[config.mk]
export PLATFORM = sky130hd
export DESIGN_NAME = ss_target
export DESIGN_NICKNAME = d
export VERILOG_FILES = /design/src/rtl/ss_pkg.sv /design/src/rtl/ss_edge_sync.sv /design/src/rtl/ss_target.sv
export SDC_FILE = /design/constraint.sdc
export NUM_CORES = 1
export LEC_CHECK = 0
export ABC_AREA = 1
export CORE_MARGIN = 1
export CORE_UTILIZATION = 44
export CTS_BUF_LIST = sky130_fd_sc_hd__clkbuf_2
export DETAILED_ROUTE_END_ITERATION = 8
export PLACE_DENSITY = 0.8
export SETUP_SLACK_MARGIN = 0.15
export SLEW_MARGIN = 10
export SYNTH_ARGS = -nofsm -noshare
export SYNTH_HDL_FRONTEND = slang
export SYNTH_HIERARCHICAL = 1
export SYNTH_SLANG_ARGS = --single-unit
[constraint.sdc]
create_clock -name clk -period 1.61 [get_ports clk]
set_clock_uncertainty 0.05 [all_clocks]
set_input_delay 0.483 -clock clk [delete_from_list [all_inputs] [get_ports clk]]
set_output_delay 0.483 -clock clk [all_outputs]
set_load 0.02 [all_outputs]
[src/rtl/ss_pkg.sv]
// Shared types and constants for the selectMAP configuration target.
package ss_pkg;

    localparam int unsigned SS_DATA_W = 32;
    localparam int unsigned SS_CNT_W  = 16;

    localparam logic [SS_DATA_W-1:0] SS_SYNC_WORD = 32'hAA995566;

    typedef enum logic [2:0] {
        ST_RESET,
        ST_INIT,
        ST_WAIT_SYNC,
        ST_LOAD,
        ST_DONE,
        ST_ERROR
    } ss_state_e;

    typedef struct packed {
        logic                 prog_b;
        logic                 cs_b;
        logic                 rdwr_b;
        logic [SS_DATA_W-1:0] d;
    } ss_cfg_t;

    // Idle bus: program asserted, chip deselected, read direction.
    localparam ss_cfg_t SS_CFG_IDLE = '{prog_b: 1'b0, cs_b: 1'b1, rdwr_b: 1'b1, d: '0};

    // Reverse bit order inside each byte (bit 0 <-> bit 7).
    function automatic logic [SS_DATA_W-1:0] ss_bitswap(input logic [SS_DATA_W-1:0] w);
        logic [SS_DATA_W-1:0] r;
        r = '0;
        for (int b = 0; b < 4; b++) begin
            for (int i = 0; i < 8; i++) begin
                r[b*8 + i] = w[b*8 + 7 - i];
            end
        end
        return r;
    endfunction

endpackage

[src/rtl/ss_edge_sync.sv]
// Two-flop synchroniser for the selectMAP pins plus a registered cclk rising-edge
// strobe; the remaining pins get one extra stage so they line up with the strobe.
module ss_edge_sync
    import ss_pkg::*;
(
    input  logic    clk,
    input  logic    rst,
    input  logic    cclk_i,
    input  ss_cfg_t cfg_i,
    output logic    cclk_rise_o,
    output ss_cfg_t cfg_o
);

    logic    cclk_meta_q;
    logic    cclk_sync_q;
    logic    cclk_prev_q;
    logic    cclk_rise_q;
    ss_cfg_t cfg_meta_q;
    ss_cfg_t cfg_sync_q;
    ss_cfg_t cfg_algn_q;

    always_ff @(posedge clk) begin
        if (rst) begin
            cclk_meta_q <= 1'b0;
            cclk_sync_q <= 1'b0;
            cclk_prev_q <= 1'b0;
            cclk_rise_q <= 1'b0;
            cfg_meta_q  <= SS_CFG_IDLE;
            cfg_sync_q  <= SS_CFG_IDLE;
            cfg_algn_q  <= SS_CFG_IDLE;
        end else begin
            cclk_meta_q <= cclk_i;
            cclk_sync_q <= cclk_meta_q;
            cclk_prev_q <= cclk_sync_q;
            cclk_rise_q <= cclk_sync_q & ~cclk_prev_q;
            cfg_meta_q  <= cfg_i;
            cfg_sync_q  <= cfg_meta_q;
            cfg_algn_q  <= cfg_sync_q;
        end
    end

    assign cclk_rise_o = cclk_rise_q;
    assign cfg_o       = cfg_algn_q;

endmodule

[src/rtl/ss_target.sv]
// SelectMAP configuration target: init sequencing, sync-word hunt and word loading.
// Build option SS_TARGET_BITSWAP_EN reverses bits within each data byte.
module ss_target
    import ss_pkg::*;
#(
    parameter int unsigned INIT_CYCLES = 16,
    parameter int unsigned LOAD_WORDS  = 1024
) (
    input  logic                 clk,
    input  logic                 rst,
    input  logic                 cfg_cclk,
    input  logic                 cfg_prog_b,
    input  logic                 cfg_cs_b,
    input  logic                 cfg_rdwr_b,
    input  logic [SS_DATA_W-1:0] cfg_d,
    output logic                 cfg_init_b,
    output logic                 cfg_done,
    output logic                 word_valid,
    output logic [SS_DATA_W-1:0] word_data,
    output logic [SS_CNT_W-1:0]  word_count,
    output logic                 sync_seen,
    output logic                 err
);

    localparam int unsigned INIT_W = (INIT_CYCLES > 1) ? $clog2(INIT_CYCLES) : 1;
    localparam logic [INIT_W-1:0]   INIT_LAST = INIT_W'(INIT_CYCLES - 1);
    localparam logic [SS_CNT_W-1:0] LOAD_LAST = SS_CNT_W'(LOAD_WORDS);

    ss_cfg_t              cfg_raw;
    ss_cfg_t              cfg_s;
    logic                 rise_s;
    logic [SS_DATA_W-1:0] word_in;
    logic                 accept;
    logic                 read_req;
    logic [SS_CNT_W-1:0]  count_inc;

    ss_state_e            state_q,    state_d;
    logic [INIT_W-1:0]    init_cnt_q, init_cnt_d;
    logic                 init_b_q,   init_b_d;
    logic                 done_q,     done_d;
    logic                 valid_q,    valid_d;
    logic [SS_DATA_W-1:0] data_q,     data_d;
    logic [SS_CNT_W-1:0]  count_q,    count_d;
    logic                 sync_q,     sync_d;
    logic                 err_q,      err_d;

    assign cfg_raw = '{prog_b: cfg_prog_b, cs_b: cfg_cs_b, rdwr_b: cfg_rdwr_b, d: cfg_d};

    ss_edge_sync u_edge_sync (
        .clk         (clk),
        .rst         (rst),
        .cclk_i      (cfg_cclk),
        .cfg_i       (cfg_raw),
        .cclk_rise_o (rise_s),
        .cfg_o       (cfg_s)
    );

`ifdef SS_TARGET_BITSWAP_EN
    assign word_in = ss_bitswap(cfg_s.d);
`else
    assign word_in = cfg_s.d;
`endif

    assign accept    = rise_s & ~cfg_s.cs_b & ~cfg_s.rdwr_b;
    assign read_req  = rise_s & ~cfg_s.cs_b &  cfg_s.rdwr_b;
    assign count_inc = count_q + SS_CNT_W'(1);

    // State and output registers.
    always_ff @(posedge clk) begin
        if (rst) begin
            state_q    <= ST_RESET;
            init_cnt_q <= '0;
            init_b_q   <= 1'b0;
            done_q     <= 1'b0;
            valid_q    <= 1'b0;
            data_q     <= '0;
            count_q    <= '0;
            sync_q     <= 1'b0;
            err_q      <= 1'b0;
        end else begin
            state_q    <= state_d;
            init_cnt_q <= init_cnt_d;
            init_b_q   <= init_b_d;
            done_q     <= done_d;
            valid_q    <= valid_d;
            data_q     <= data_d;
            count_q    <= count_d;
            sync_q     <= sync_d;
            err_q      <= err_d;
        end
    end

    // Next state; a low program pin overrides everything, including a same-cycle word.
    always_comb begin
        state_d    = state_q;
        init_cnt_d = init_cnt_q;
        init_b_d   = init_b_q;
        done_d     = done_q;
        valid_d    = 1'b0;
        data_d     = data_q;
        count_d    = count_q;
        sync_d     = sync_q;
        err_d      = err_q;

        if (!cfg_s.prog_b) begin
            state_d    = ST_RESET;
            init_cnt_d = '0;
            init_b_d   = 1'b0;
            done_d     = 1'b0;
            count_d    = '0;
            sync_d     = 1'b0;
            err_d      = 1'b0;
        end else begin
            unique case (state_q)
                ST_RESET: begin
                    state_d    = ST_INIT;
                    init_cnt_d = '0;
                end
                ST_INIT: begin
                    if (init_cnt_q == INIT_LAST) begin
                        state_d  = ST_WAIT_SYNC;
                        init_b_d = 1'b1;
                    end else begin
                        init_cnt_d = init_cnt_q + INIT_W'(1);
                    end
                end
                ST_WAIT_SYNC: begin
                    if (accept) begin
                        valid_d = 1'b1;
                        data_d  = word_in;
                        if (word_in == SS_SYNC_WORD) begin
                            sync_d  = 1'b1;
                            state_d = ST_LOAD;
                        end
                    end
                end
                ST_LOAD: begin
                    if (accept) begin
                        valid_d = 1'b1;
                        data_d  = word_in;
                        if (count_q < LOAD_LAST) begin
                            count_d = count_inc;
                        end
                        if (count_inc >= LOAD_LAST) begin
                            state_d = ST_DONE;
                            done_d  = 1'b1;
                        end
                    end else if (read_req) begin
                        state_d  = ST_ERROR;
                        err_d    = 1'b1;
                        init_b_d = 1'b0;
                    end
                end
                ST_DONE, ST_ERROR: begin
                end
                default: begin
                    state_d = ST_RESET;
                end
            endcase
        end
    end

    assign cfg_init_b = init_b_q;
    assign cfg_done   = done_q;
    assign word_valid = valid_q;
    assign word_data  = data_q;
    assign word_count = count_q;
    assign sync_seen  = sync_q;
    assign err        = err_q;

endmodule

==> key figures, run 1 <==
Yosys
  • Top area cells in the synthesized netlist: dfxtp_1, nor2_1, inv_1
  • Cell types with the highest counts after synthesis: dfxtp_1, nor2_1, inv_1, nand2_1, a21oi_1
  • Commonest register cell after synthesis: dfxtp_1
  • Simple-gate portion of the synthesized area: 23.15%
  • Xor/xnor share of the synthesized area: 0%
  • Main combinational cell family by area after synthesis: simple AND/OR/NAND/NOR gates
  • Mux cell area share after synthesis: 0%
  • Post-synth EDFFs: 0
  • Cell type with the highest aggregate area in the netlist: dfxtp_1
  • Synth warn: 6
  • Area fraction in compound gates after synthesis: 6.235%
  • Number of distinct library cell variants in the gate-level netlist after synthesis: 29
  • Fraction of the mapped netlist area in adder cells: 0.4360%
  • Area of the mapped netlist: 0.005739 mm2
  • Cell count after synthesis: 714
  • Share of synthesized area occupied by flip-flops and latches: 58.95%
  • Number of flip-flops and latches in the synthesized netlist: 169
  • Fraction of registers with async set/reset: 0%
  • Most frequent cell after synthesis: dfxtp_1
  • Mapped Avg Cell Area: 8.038 um2
  • Portion of synthesized cell area occupied by the leading cell type: 58.95%
  • Net count after synthesis: 754

CTS
  • Clock insertion delay at the later pin of the skew report: 730 ps
  • Root Driver: clkbuf_2
  • Number of CTS-inserted buffers: 17
  • CTS clk-pin slew, worst paths: 240 ps
  • Hold buffer count at CTS: 0
  • TritonCTS clock tree: yes
  • CTS sink count: 169
  • H-tree depth reported by CTS: 4
  • Max clock buf depth: 2

Worst hold path
  • Instance count along the most critical hold path: 5
  • Critical hold path startpoint: rst
  • Min-delay worst type: in -> reg

Placed design
  • Detail Placement HPWL: 7564 um
  • Instance area after placement: 0.006939 mm2
  • Worst slack after detailed placement: -31.92 ps
  • Placer Congestion: 0.8596
  • IO Port Bufs: 90

Critical path
  • Reg-to-reg slack, setup: -190 ps
  • Worst setup path startpoint: word_count[0]$_SDFFE_PP0P_
  • Master of the slowest instance on the critical path: dfxtp_4
  • End of the worst register-to-register path: state_q[0]$_SDFFE_PP0P_
  • Worst r2r path cells: 12
  • Arrival time at the worst endpoint: 1320 ps
  • Worst Path Class, Setup: reg -> out
  • Critical path launch point type: flip-flop
  • Cells along the critical path: buf_6, buf_6
  • Type of element capturing the critical path: output port
  • Origin of the critical flop-to-flop path: word_count[3]$_SDFFE_PP0P_
  • Crit path max fanout: 2
  • Slowest stage delay, CP: 390 ps
  • Critical Path Most Common Cell: buf_6
  • CP Data Required Time: 1080 ps
  • CP endpoint: word_count[0]

Global routing
  • Number of antenna violations at the first check in global routing: 0
  • Vias in the first global route: 4161
  • First-pass GRT wire length: 18870 um
  • Grt ovf: 0
  • Maximum number of pins on one net before global-route repair: 66
  • Gr usage total: 18.30%

Run status
  • Outcome: complete, but fails checks
  • Violated checks: setup timing

Pwr
  • Comb pwr share: 3.7%
  • Clock group share of total power: 37.3%
  • Leakage power: 3.824 nW
  • Switching power of the nets: 1.566 mW
  • Net switching fraction of the power: 21.42%
  • Power per cell area: 855.4 mW/mm2
  • Register share of total power: 59.0%
  • VDD IR max: 0.0004476 V
  • Internal power: 5.744 mW

Floorplanning
  • Number of ports placed on the die boundary: 91
  • Starting density of the core: 45.29%
  • Core region area: 0.01267 mm2
  • Die area: 0.01350 mm2
  • Site Rows: 41
  • Horizontal die dimension: 116.2 um
  • Die Ht: 116.2 um

Route
  • Routed WL: 13450 um
  • Number of routed nets with antenna violations: 0
  • Post-detailed-route via-to-cell ratio: 4.519
  • Total vias in the final route: 4777
  • Violation count after the first detailed-routing iteration: 212
  • Drt wl/cell: 12.73 um
  • Number of detailed-routing iterations run before antenna repair: 5
  • DR DRC count: 0

Cells and area
  • Core occupancy in the finished layout: 67.44%
  • Number of fillers in the final layout: 924
  • Area of combinational cells with multiple inputs: 0.002307 mm2
  • Sequential cell area: 0.003496 mm2
  • Share of post-route cells with drive strength above 1: 40.00%
  • Non-Filler Cell Area, Final: 0.008546 mm2
  • Number of diodes: 0
  • Growth of design area from synthesis to finish: 48.90%
  • Nets@finish: 913

Timing
  • Fmax achieved: 539.4 MHz
  • Clock period minus worst slack: 1854 ps
  • # setup viols final: 66
  • Least-Margin Pin Slew: 642.4 ps
  • Crit path setup slack, layout: -243.8 ps
  • Hold Fails Final Rpt: 0
  • Final Max Slew Viols: 0
  • Final Cycle Share: 115.1%
  • Setup repair after global routing missed its margin: yes
  • Worst slew margin relative to its limit: 57.17%

Job
  • MaxCap Viol Count: 0
==> worst max-delay path: cells and delay by family (launching register included) <==
family	cells	cell delay (ps)
buffers and inverters	2	230
DFF	1	390
==> power groups by stage <==
| stage | clock network [mW] | logic (mW) | registers (mW) |
|---|---|---|---|
| floorplan | 0 | 0.152 | 4.39 |
| global placement | 0 | 0.257 | 4.40 |
| detailed placement | 0 | 0.260 | 4.40 |
| CTS | 2.77 | 0.262 | 4.31 |
| global route | 2.96 | 0.311 | 4.33 |
| finish | 2.72 | 0.271 | 4.31 |
==> kinds of logic (layout without fill, tap and decap cells) <==
family | Yosys count | count (layout)
AO/OA/AOI/OAI | 67 | 67
adder cells (fa/ha/maj) | 2 | 2
buffers and inverters | 159 | 330
flip-flops | 169 | 169
AND/OR/NAND/NOR | 317 | 317
==> area by class of cell <==
class | instances | area share [%]
Tap cell | 172 | 2.518
Sequential cell | 169 | 40.91
Multi-Input combinational cell | 386 | 27.00
Clock inverter | 12 | 2.606
Clock buffer | 19 | 1.113
Inverter | 135 | 6.105
Timing Repair Buffer | 164 | 19.75
==> how the worst min path moves through the flow <==
stage	end	slack [ps]
2_1_floorplan	u_edge_sync/cclk_rise_o$_SDFF_PP0_	320
3_3_place_gp	u_edge_sync/cclk_rise_o$_SDFF_PP0_	320
3_5_place_dp	u_edge_sync/cclk_rise_o$_SDFF_PP0_	330
4_1_cts	word_count[9]$_SDFFE_PP0P_	80
5_1_grt	word_count[7]$_SDFFE_PP0P_	80
6_report	word_count[7]$_SDFFE_PP0P_	170
==> layout by cell type (no fill, tap or decap), types with 21 or more instances in the layout <==
cell type	count
dfxtp_2	48
nand2_1	75
a21oi_1	21
buf_6	73
nor2_1	129
a21oi_2	29
dfxtp_1	107
buf_4	48
nand2_4	24
clkdlybuf4s50_1	36
inv_1	125
==> state kept, by name (all words and copies together) (netlist names) <==
name and count:
cfg_done 1, cfg_init_b 1, err 1, init_cnt_q 4, state_q 3, sync_seen 1
u_edge_sync/cclk_meta_q 1, u_edge_sync/cclk_prev_q 1, u_edge_sync/cclk_rise_o 1, u_edge_sync/cclk_sync_q 1, u_edge_sync/cfg_meta_q 35, u_edge_sync/cfg_o 35
u_edge_sync/cfg_sync_q 35, word_count 16, word_data 32, word_valid 1
==> metrics by stage <==
| stage | hold WS [ps] | setup TNS (ps) | total power, mW | instances |
|---|---|---|---|---|
| 2_1_floorplan | 318.0 | 0 | 4.546 | 714 |
| 3_3_place_gp | 321.9 | -12.36 | 4.658 | 969 |
| 3_5_place_dp | 327.9 | -31.92 | 4.664 | 969 |
| 4_1_cts | 79.66 | -11400 | 7.349 | 1031 |
| 5_1_grt | 82.54 | -16600 | 7.603 | 1057 |
| 6_report | 172.3 | -9260 | 7.310 | 1057 |
==> metal layers <==
metal	wire [um]	vias up	global-route usage [%]
met1	5301	2150	20.30
met3	701	39	5.605
li1	-	2451	-
met4	416	0	9.060
met2	7032	137	31.83
met5	0	-	0
==> what timing repair did <==
| action | 4_1_cts | 5_1_grt |
|---|---|---|
| gates cloned | 0 | 1 |
| gates resized for setup | 416 | 146 |
| setup endpoints to repair | 98 | 99 |
| setup buffers | 31 | 25 |
| pin swaps | 22 | 52 |
Note: power is estimated with default switching activity, not from simulation.
==> run 2: changes to the inputs <==
- CAP_MARGIN: unset -> 40
==> results of run 2 <==
Final layout, timing and power as in run 1 (identical DEF).
